`src/rtl/pixel_layer_sequencer.sv`:
```
`default_nettype none
// ============================================================================
// Module   : pixel_layer_sequencer
// Purpose  : Tracks the active pixel (row/col) from blank/vsync strobes,
//            runs the WAIT -> OPENING -> GAME screen-phase FSM and arbitrates
//            one palette index per pixel from the competing layer sources.
// Options  : SCORE_OVERLAY_EN - when defined, the score-digit layer takes
//            part in GAME arbitration between crest and cursor.
// Revision : 1.0 - initial release
// ============================================================================
module pixel_layer_sequencer #(
    parameter int H_ACTIVE    = 640,
    parameter int V_ACTIVE    = 480,
    parameter int OPEN_FRAMES = 300,
    parameter int TRACE_R0    = 40,
    parameter int TRACE_R1    = 439,
    parameter int TRACE_C0    = 120,
    parameter int TRACE_C1    = 519
) (
    input  logic       iVGA_CLK,
    input  logic       iRST_n,
    input  logic       cBLANK_n,
    input  logic       cVS,
    input  logic       skip,
    input  logic       req_logo,
    input  logic       req_crest,
    input  logic       req_num,
    input  logic       req_cursor,
    input  logic       req_box,
    input  logic [7:0] idx_logo,
    input  logic [7:0] idx_crest,
    input  logic [7:0] idx_num,
    input  logic [7:0] idx_cursor,
    input  logic [7:0] idx_box,
    input  logic [7:0] idx_bg,
    output logic [8:0] row,
    output logic [9:0] col,
    output logic       in_trace,
    output logic [1:0] phase,
    output logic       frame_start,
    output logic [7:0] palette_idx
);

    localparam logic [1:0]  S_WAIT    = 2'd0;
    localparam logic [1:0]  S_OPENING = 2'd1;
    localparam logic [1:0]  S_GAME    = 2'd2;

    localparam logic [9:0]  C_COL_LAST  = 10'(H_ACTIVE - 1);
    localparam logic [8:0]  C_ROW_LAST  = 9'(V_ACTIVE - 1);
    localparam logic [15:0] C_OPEN_LAST = 16'(OPEN_FRAMES - 1);
    localparam logic [15:0] C_CNT_MAX   = 16'hFFFF;
    localparam logic [8:0]  C_TR_R0     = 9'(TRACE_R0);
    localparam logic [8:0]  C_TR_R1     = 9'(TRACE_R1);
    localparam logic [9:0]  C_TR_C0     = 10'(TRACE_C0);
    localparam logic [9:0]  C_TR_C1     = 10'(TRACE_C1);

    logic [8:0]  row_q, row_d;
    logic [9:0]  col_q, col_d;
    logic        cvs_q, cvs_d;
    logic        frame_start_q, frame_start_d;
    logic [1:0]  state_q, state_d;
    logic [15:0] fcnt_q, fcnt_d;
    logic        skip_q, skip_d;
    logic [7:0]  palette_idx_q, palette_idx_d;

`ifndef SCORE_OVERLAY_EN
    // Score layer is compiled out; its ports are tied into a dangling sink.
    logic w_unused_num;
    assign w_unused_num = ^{req_num, idx_num};
`endif

    // State register: every flop of the block, cleared asynchronously.
    always_ff @(posedge iVGA_CLK or negedge iRST_n) begin
        if (!iRST_n) begin
            row_q         <= '0;
            col_q         <= '0;
            cvs_q         <= 1'b1;   // idle-high history so a low cVS after reset counts as an edge
            frame_start_q <= 1'b0;
            state_q       <= S_WAIT;
            fcnt_q        <= '0;
            skip_q        <= 1'b0;
            palette_idx_q <= '0;
        end else begin
            row_q         <= row_d;
            col_q         <= col_d;
            cvs_q         <= cvs_d;
            frame_start_q <= frame_start_d;
            state_q       <= state_d;
            fcnt_q        <= fcnt_d;
            skip_q        <= skip_d;
            palette_idx_q <= palette_idx_d;
        end
    end

    // Pixel position: vsync low resets the raster, otherwise count active pixels.
    always_comb begin
        row_d         = row_q;
        col_d         = col_q;
        cvs_d         = cVS;
        frame_start_d = cvs_q & ~cVS;
        if (!cVS) begin
            row_d = '0;
            col_d = '0;
        end else if (cBLANK_n) begin
            if (col_q == C_COL_LAST) begin
                col_d = '0;
                row_d = (row_q == C_ROW_LAST) ? 9'd0 : row_q + 9'd1;
            end else begin
                col_d = col_q + 10'd1;
            end
        end
    end

    // Phase FSM next state: transitions only on the registered frame_start pulse.
    always_comb begin
        state_d = state_q;
        fcnt_d  = fcnt_q;
        skip_d  = skip_q;
        case (state_q)
            S_WAIT: begin
                fcnt_d = '0;
                skip_d = 1'b0;
                if (frame_start_q) begin
                    state_d = S_OPENING;
                end
            end
            S_OPENING: begin
                if (skip) begin
                    skip_d = 1'b1;
                end
                if (frame_start_q) begin
                    // A latched skip and the terminal count resolve to one transition.
                    if (skip_q || (fcnt_q == C_OPEN_LAST)) begin
                        state_d = S_GAME;
                        skip_d  = 1'b0;
                    end else if (fcnt_q != C_CNT_MAX) begin
                        fcnt_d = fcnt_q + 16'd1;
                    end
                end
            end
            S_GAME: begin
                skip_d = 1'b0;
            end
            default: begin
                state_d = S_WAIT;
            end
        endcase
    end

    // Outputs: trace-window decode and per-phase layer priority.
    always_comb begin
        in_trace      = (row_q >= C_TR_R0) && (row_q <= C_TR_R1) &&
                        (col_q >= C_TR_C0) && (col_q <= C_TR_C1);
        palette_idx_d = 8'd0;
        if (cBLANK_n) begin
            case (state_q)
                S_OPENING: begin
                    if (req_logo && in_trace) begin
                        palette_idx_d = idx_logo;
                    end
                end
                S_GAME: begin
                    if (req_crest) begin
                        palette_idx_d = idx_crest;
`ifdef SCORE_OVERLAY_EN
                    end else if (req_num) begin
                        palette_idx_d = idx_num;
`endif
                    end else if (req_cursor && in_trace) begin
                        palette_idx_d = idx_cursor;
                    end else if (req_box && in_trace) begin
                        palette_idx_d = idx_box;
                    end else begin
                        palette_idx_d = idx_bg;
                    end
                end
                default: begin
                    palette_idx_d = 8'd0;
                end
            endcase
        end
    end

    assign row         = row_q;
    assign col         = col_q;
    assign phase       = state_q;
    assign frame_start = frame_start_q;
    assign palette_idx = palette_idx_q;

endmodule
`default_nettype wire

```
`config.mk`:
```
export PLATFORM = sky130hd
export DESIGN_NAME = pixel_layer_sequencer
export DESIGN_NICKNAME = d
export VERILOG_FILES = /design/src/rtl/pixel_layer_sequencer.sv
export SDC_FILE = /design/constraint.sdc
export NUM_CORES = 1
export LEC_CHECK = 0
export BUFFER_PORTS_ARGS = -buffer_cell sky130_fd_sc_hd__buf_2
export CAP_MARGIN = 20
export CORE_MARGIN = 2
export CORE_UTILIZATION = 42
export DETAILED_ROUTE_END_ITERATION = 16
export PLACE_DENSITY = 0.69
export SLEW_MARGIN = 40
export SYNTH_ARGS = -nofsm -noshare
export SYNTH_HDL_FRONTEND = slang
export SYNTH_SLANG_ARGS = --single-unit
```
`constraint.sdc`:
```
create_clock -name iVGA_CLK -period 2.99 [get_ports iVGA_CLK]
set_clock_uncertainty 0.05 [all_clocks]
set_input_delay 0.299 -clock iVGA_CLK [delete_from_list [all_inputs] [get_ports iVGA_CLK]]
set_output_delay 0.299 -clock iVGA_CLK [all_outputs]
set_load 0.01 [all_outputs]
```
# Yosys cells after proc, flatten, opt, wreduce, memory -nomap -nowiden

Cells that the tools add are included.

Register bits: 48
Output and inout port bits: 31

$add $sub $neg: 3
Order comparisons: 4
Equality and inequality tests: 13
Muxes and demuxes: 25
Bitwise gates (word level): 3
Reductions and logical operators: 14

Operators by type and width:

| operator                                                                             | number |
|---|---|
| 16-bit 2-to-1 mux                                                                    | 3 |
| 8-bit 2-to-1 mux                                                                     | 5 |
| 9-bit 2-to-1 mux                                                                     | 4 |
| 16-bit one-hot mux with 2 select lines                                               | 1 |
| 10-bit 2-to-1 mux                                                                    | 3 |
| 16-bit by 1-bit adder with 16-bit output, second input constant                      | 1 |
| 16-bit by 9-bit equality test with 1-bit output, second input constant               | 1 |
| 16-bit inequality test, second input constant                                        | 1 |
| 8-bit one-hot mux with 2 select lines                                                | 1 |
| 2-bit inequality test, second input constant                                         | 6 |
| 10-bit by 1-bit adder with 10-bit output, second input constant                      | 1 |
| 10-bit equality test, second input constant                                          | 1 |
| 10-bit by 7-bit greater-or-equal comparator with 1-bit output, second input constant | 1 |
| 10-bit <= comparator, second input constant                                          | 1 |
| 9-bit by 1-bit adder with 9-bit output, second input constant                        | 1 |
| 9-bit equality test, second input constant                                           | 1 |
| 9-bit by 6-bit greater-or-equal comparator with 1-bit output, second input constant  | 1 |
| 9-bit <= comparator, second input constant                                           | 1 |
| 4-bit AND reduction                                                                  | 2 |
| 1-bit logical AND                                                                    | 6 |
| 2-bit 2-to-1 mux                                                                     | 3 |
| 2-bit one-hot mux with 3 select lines                                                | 1 |
| 2-bit nonzero test                                                                   | 2 |
| 1-bit 2-to-1 mux                                                                     | 3 |
| 10 further kinds                                                                     | 11 |

# Depth between registers and ports, before layout

Gate-level depths: netlist of the first run.

Depth after elaboration: 10
Gate-level depth with buffers: 9

# Least setup slack after synthesis of the first run

Ideal clock, no wire load.

Path type: register to register
Start: reg row_q[0], in the netlist row[0]
End: reg palette_idx_q[0], in the netlist palette_idx[0]
Setup time: 0.126 ns
Arrival: 2.033 ns
Setup slack: 0.781 ns
Stages on the path, launching flop included: 8
Path buffers: 1
Cell sequence: dfrtp_1 > ha_1 > nand4b_1 > a211oi_1 > nor4b_4 > and2_4 > buf_6 > a221o_1

Longest elaborated chain between the ends: 10
Elaborated cells between the ends (all ways): 14
Those cells by class: 2 x order compare; 6 x mux; 6 x reduce/logical

RTL lines:

| what                                                                                                       | RTL line | source |
|---|---|---|
| start: declaration                                                                                         | 57       | `logic [8:0] row_q, row_d;` |
| start signal: assignment                                                                                   | 84       | `row_q <= row_d;` |
| 9-bit by 6-bit greater-or-equal comparator with 1-bit output / 9-bit <= comparator (equally long branches) | 152      | `in_trace = (row_q >= C_TR_R0) && (row_q <= C_TR_R1) &&` |
| 1-bit logical AND * (2 in series)                                                                          | 152      |  |
| 1-bit logical AND *                                                                                        | 153      | `(col_q >= C_TR_C0) && (col_q <= C_TR_C1);` |
| via in_trace                                                                                               | 38       | `output logic in_trace,` |
| 1-bit logical AND                                                                                          | 171      | `end else if (req_box && in_trace) begin` |
| 8-bit 2-to-1 mux                                                                                           | 171      |  |
| 8-bit 2-to-1 mux                                                                                           | 169      | `end else if (req_cursor && in_trace) begin` |
| 8-bit 2-to-1 mux                                                                                           | 163      | `if (req_crest) begin` |
| 8-bit one-hot mux with 2 select lines *                                                                    | 156      | `case (state_q)` |
| 8-bit 2-to-1 mux *                                                                                         | 155      | `if (cBLANK_n) begin` |
| via palette_idx_d[0]                                                                                       | 64       | `logic [7:0] palette_idx_q, palette_idx_d;` |
| end signal: assignment                                                                                     | 91       | `palette_idx_q <= palette_idx_d;` |
| end: declaration                                                                                           | 64       |  |

The timed path passes the listed nets; every way through them passes the cells marked *.
A chain may end at the register's enable or synchronous reset.

# Final worst setup path of the first run

Start: reg col_q[4], in the netlist col[4]
End: out in_trace

Longest elaborated chain between the ends: 3
Elaborated cells between the ends (all ways): 4
Those cells by class: 2 x order compare; 2 x reduce/logical

RTL lines:

| what                                                          | RTL line | source |
|---|---|---|
| start: declaration                                            | 58       | `logic [9:0] col_q, col_d;` |
| start signal: assignment                                      | 85       | `col_q <= col_d;` |
| 10-bit by 7-bit greater-or-equal comparator with 1-bit output | 153      |  |
| 1-bit logical AND                                             | 152      |  |
| 1-bit logical AND *                                           | 153      |  |
| end: declaration                                              | 38       |  |

Mark *: on every way between the ends. The rest lies on a longest branch, timed or not.

==> impl_metrics.yaml, run 1 <==
setup_path:
  required_ns: 2.64
  crit_path_max_incr_delay_ns: 0.61
  timing.rr.end: "fcnt_q[12]$_DFFE_PN0P_"
  r2r_start: "phase[1]$_DFFE_PN0P_"
  worstSetupPathType: "reg2out"
  critPathLaunchType: "flop"
  reg2reg_slack_ns: 0.70
  worst_setup_path_end_kind: "output port"
  cpMaxStageDelayCell: "nor4b_4"
  worst_ep_arrival_time_ns: 2.07
  path_cells: "nor4_2 > a21boi_2 > nor4b_4 > buf_2"
  worst-path-max-fanout: 10
  r2r_cells: 8
clocking:
  clockBufferDepth: 2
  cts_root_buffer: "clkbuf_8"
  clk_latency_ns: 0.30
  cts_setup_buffers: 0
  cts_made_buffers: 5
  cts.repair.resized: 0
  path_clk_slew_ns: 0.09
  cts_max_level: 2
  cts_hold_buf: 0
  cts_sinks: 48
  cts_tree: "done"
job:
  maxCapViolations: 0
finish:
  layout_commonest_cell: "buf_2"
  n_antenna_cell: 0
  final_cell_mix: "buf_2, dfrtp_1, inv_1, nor2_1, o21ai_0"
  synthToLayoutAreaGrowth_pct: 19.2
  final_util: 0.511
  drive_gt1_frac: 0.266
  nets: 450
timing:
  fmax_mhz: 413
  slew-limit-headroom: 0.533
  tightest_slew_ns: 0.701
  finalSetupViolations: 0
  hold_slack_ns: -0.0180
  tns_ns: 0
  finalCritPeriodShare: 0.810
  layout_min_cycle_time_ns: 2.42
  rsz0062_at_grt: "false"
  hold_violations: 21
  worst_slack_ns: 0.567
  drv_slew: 0
pwr:
  finalPower_mw: 1.61
  max-vdd-ir-drop_v: 0.000230
  p_leak_nw: 1.60
  power_density_nw_per_um2: 470
synthesis:
  synth_fp_nets: 373
  yosysWarnings: 0
  synth_cell_type_count: 60
  ys_ff_latch: 48
  avgSynthCellArea_um2: 9.44
  synthTopCellsByArea: "dfrtp_1, ha_1, o21ai_0"
  netlist_area_um2: 2880
  synth_flop_cell: "dfrtp_1"
  yosys.area.top_type_share: 0.408
  async_reset_ff_frac: 1.00
  synth-edff-count: 0
  syn-instance-count: 305
  synth-seq-area-share: 0.417
  synth_area_leader_cell: "dfrtp_1"
floorplan:
  dieHeight_um: 86.8
  die-area_um2: 7540
  num_rows: 30
  core_area_um2: 6720
  num_io_pins: 89
  start_util: 0.429
  die_x_um: 86.8
hold_path:
  hold_path.class: "in2async"
global_routing:
  grt_max_degree: 32
  grt_usage: 0.191
  grt_pass1_vias: 2535
  globalRouteOverflowTotal: 0
  grt_pass1_wl_um: 11500
  antenna_found_initial: 0
drt:
  viasPerCell: 5.70
  drc: 0
  vias: 2637
  ant_nets: 0
  wl_per_cell_um: 14.9
  drt_wl_total_um: 6890
  drtIter0Drc: 117
  first_pass_iters: 4
placement:
  pre_cts_ws_ns: 0.720
  dp_hpwl_um: 5060
  gp_congestion: 0.781
  port_buffers: 79
status:
  status: "finished with violations"
  violations: "hold timing"
==> worst max-delay path: cells and delay by family (launching register included) <==
| kind | cells | cell delay [ns] |
|---|---|---|
| and+or+nand+nor | 2 | 0.93 |
| DFF | 1 | 0.48 |
| buffers and inverters | 1 | 0.24 |
| AOI/OAI and AO/OA | 1 | 0.13 |
==> cell families (layout without fill, tap and decap cells) <==
family,Yosys count,in the layout,share of synthesized area
XOR/XNOR,9,9,0.0274
AND/OR/NAND/NOR,107,107,0.219
AO/OA/AOI/OAI,92,92,0.224
flip-flops,48,48,0.417
multiplexers,3,3,0.0109
adder cells (fa/ha/maj),10,10,0.0434
buffers and inverters,36,114,0.0578
==> how the worst max path moves through the flow <==
stage | slack (ns) | from | endpoint
final | 0.57 | col[4]$_DFFE_PN0P_ | in_trace
after CTS | 0.52 | col[6]$_DFFE_PN0P_ | in_trace
after global placement | 0.74 | row[0]$_DFFE_PN0P_ | palette_idx[5]$_DFF_PN0_
after global routing | 0.43 | col[4]$_DFFE_PN0P_ | in_trace
after detailed placement | 0.72 | row[0]$_DFFE_PN0P_ | palette_idx[1]$_DFF_PN0_
after floorplan | 0.78 | row[0]$_DFFE_PN0P_ | palette_idx[0]$_DFF_PN0_
==> layer usage <==
metal	GRT usage	wire, µm	vias to the layer above
li1	-	-	1300
met3	0.0390	349	6
met4	0.0597	73	0
met1	0.254	3130	1260
met5	0	0	-
met2	0.314	3340	71
==> cell type report <==
class                           instances  area [µm²]
Clock buffer                            6        72.6
Inverter                               23        86.3
Tap cell                               80         100
Fill cell                             650        3290
Clock inverter                          2        35.0
Multi-Input combinational cell        221        1510
Timing Repair Buffer                   83         425
Sequential cell                        48        1200
==> state kept, by name, summed over array words and instances, names as in the netlist <==
register and count:
frame_start 1, skip_q 1, cvs_q 1, fcnt_q 16, row 9, palette_idx 8
col 10, phase 2
==> report_power, final <==
part	internal, mW	leakage [nW]	switching (mW)
registers	0.692	0.658	0.0396
logic	0.169	0.884	0.250
clock network	0.248	0.0552	0.215
==> through the flow <==
| stage | area, µm² | std cells | hold WS [ns] |
|---|---|---|---|
| final | 3430 | 463 | -0.0180 |
| after global routing | 3430 | 463 | 0.0299 |
| after CTS | 3430 | 463 | 0.0127 |
| after detailed placement | 3330 | 455 | 0.349 |
| after global placement | 3330 | 455 | 0.347 |
| after floorplan | 2880 | 305 | -0.0466 |
==> synth_stat cells, types with 3 or more instances <==
cell type,n
clkbuf_1,5
nand3_1,15
nor2b_1,6
nor4_1,3
or4_1,6
xor2_1,6
a21oi_1,16
nor3_1,3
a221o_1,8
o31ai_1,13
ha_1,10
a221oi_1,8
nand2b_1,3
or3_1,4
nand2_1,18
inv_1,22
o22ai_1,7
nand4_1,5
o211ai_1,4
and4_1,5
o21ai_0,20
xnor2_1,3
and3_1,3
dfrtp_1,47
nor2_1,20
(Power assumes the default switching activity.)
==> run 2, diff against run 1 <==
- clock period: 2.99 -> 2.48 ns (I/O delays scaled with it)
==> run 2 against run 1 <==
- the flow still finishes with violations (hold timing)
- flip-flop and latch count unchanged
- sequential share of layout area down 0.28 points
- wire length is 3.2% higher
- global-route usage is 0.11 points lower
- worst setup slack worse by 0.40 ns
- power is 17% higher
- cell count rose by 0.86%
- first-iteration DRC count shrank 0.85%
- combinational power is 25% higher
- critical endpoint unchanged
- highest routed layer unchanged
==> impl_metrics.yaml, run 2 (synthesis gave the netlist of run 1 again) <==
status:
  status: "finished with violations"
  violations: "hold timing"
hold_path:
  hold_path.class: "in2async"
drt:
  wl_met1_um: 3120
  vias: 2699
  wl_per_cell_um: 15.2
  ant_nets: 0
  viasPerCell: 5.78
  drt_wl_total_um: 7100
  drc: 0
  route.met2.wl_um: 3540
  dr_wl_met3_um: 298
  first_pass_iters: 4
  drtIter0Drc: 116
  highest_layer: "met4"
pwr:
  clkPwrFrac: 0.253
  power_density_nw_per_um2: 545
  switching_share: 0.323
  pwr-share-seq: 0.470
  p_int_mw: 1.28
  p_leak_nw: 1.61
  finalPower_mw: 1.89
  max-vdd-ir-drop_v: 0.000288
  power_frac_comb: 0.278
  power_switching_mw: 0.609
timing:
  slew-limit-headroom: 0.547
  finalCritPeriodShare: 0.933
  rsz0062_at_grt: "false"
  fmax_mhz: 432
  layout_min_cycle_time_ns: 2.31
  finalSetupViolations: 0
  tns_ns: 0
  hold_slack_ns: -0.00783
  drv_slew: 0
  hold_violations: 5
  tightest_slew_ns: 0.678
clocking:
  cts_sinks: 48
  cts_made_buffers: 5
  cts_tree: "done"
  clockBufferDepth: 2
  cts_hold_buf: 0
  cts_max_level: 2
  path_clk_slew_ns: 0.09
  cts_root_buffer: "clkbuf_8"
  clk_latency_ns: 0.29
floorplan:
  num_io_pins: 89
  dieHeight_um: 86.8
  start_util: 0.429
  core_area_um2: 6720
  die-area_um2: 7540
  num_rows: 30
  die_x_um: 86.8
setup_path:
  required_ns: 2.18
  r2r_cells: 7
  worst_ep_arrival_time_ns: 2.02
  worst_setup_path_end_kind: "output port"
  worstSetupPathType: "reg2out"
  critPathLaunchType: "flop"
  reg2reg_slack_ns: 0.23
  cp-startpoint: "row[0]$_DFFE_PN0P_"
  r2r_start: "fcnt_q[0]$_DFFE_PN0P_"
  worst-path-max-fanout: 8
global_routing:
  grt_max_degree: 49
  grt_pass1_wl_um: 11500
  grt_pass1_vias: 2550
  globalRouteOverflowTotal: 0
  antenna_found_initial: 0
  grt_usage: 0.190
placement:
  dp_hpwl_um: 5200
  gp_congestion: 0.788
  port_buffers: 79
finish:
  nets: 454
  n_antenna_cell: 0
  layout_commonest_cell: "buf_2"
  synthToLayoutAreaGrowth_pct: 20.2
  regMostFlops: "fcnt_q"
  largest_reg_flops: 16
  final_util: 0.515
  final_cell_mix: "buf_2, dfrtp_1, inv_1, nor2_1, o21ai_0"
  drive_gt1_frac: 0.274
job:
  maxCapViolations: 0
[run 2: cell types whose count changed in the layout (fill, tap and decap cells not counted)]
cell and delta:
bufinv_16 -1, ha_1 -1, buf_4 +3, ha_2 +1, buf_12 +1, clkinv_2 -1, clkbuf_8 +1, clkbuf_1 +1
[run 2: power by group through the flow]
stage / combinational (mW) / sequential [mW] / clock [mW]
after floorplan: 0.328 / 0.905 / 0
after global placement: 0.505 / 0.896 / 0
after detailed placement: 0.527 / 0.902 / 0
after CTS: 0.530 / 0.887 / 0.497
after global routing: 0.596 / 0.895 / 0.530
final: 0.524 / 0.886 / 0.476
[run 2: repair_timing]
item / in CTS / in global routing
setup endpoints to repair: 0 / 2
hold endpoints to repair: 0 / 0
setup buffers: 0 / 2
resized for setup: 0 / 1
[run 2: critical path, cell delays in order (launching register included)]
cell and delay [ns]:
dfrtp_1 0.45, ha_1 0.27, nand4b_1 0.20, a211oi_1 0.27
buf_4 0.17, nor4b_4 0.04, buf_4 0.19, buf_2 0.14
[run 2: worst paths after layout]
| kind | endpoint |
|---|---|
| setup reg to reg | fcnt_q[15]$_DFFE_PN0P_ |
| min in group iVGA_CLK | cvs_q$_DFF_PN1_ |
| hold reg to reg | frame_start$_DFF_PN0_ |
| hold / removal | fcnt_q[13]$_DFFE_PN0P_ |
| max in group asynchronous | row[3]$_DFFE_PN0P_ |
| setup / recovery | in_trace |
[run 2: layout make-up]
class	count	area, µm²
Fill cell	635	3260
Multi-Input combinational cell	221	1510
Sequential cell	48	1200
Timing Repair Buffer	87	468
Tap cell	80	100
Clock buffer	8	90.1
Inverter	23	86.3
[run 2: through the flow]
step	instances	hold slack (ns)	worst slack, ns	area (µm²)
6_report	467	-0.00783	0.165	3460
5_1_grt	467	0.0334	0.0475	3460
4_1_cts	465	0.0167	0.0283	3440
3_5_place_dp	457	0.343	0.203	3350
3_3_place_gp	457	0.345	0.295	3350
2_1_floorplan	305	-0.0976	0.271	2880
[run 2: layer usage]
metal	up-vias	GRT usage
met1	1304	0.241
met4	0	0.0724
met5	-	0
met3	13	0.0343
li1	1313	-
met2	69	0.321
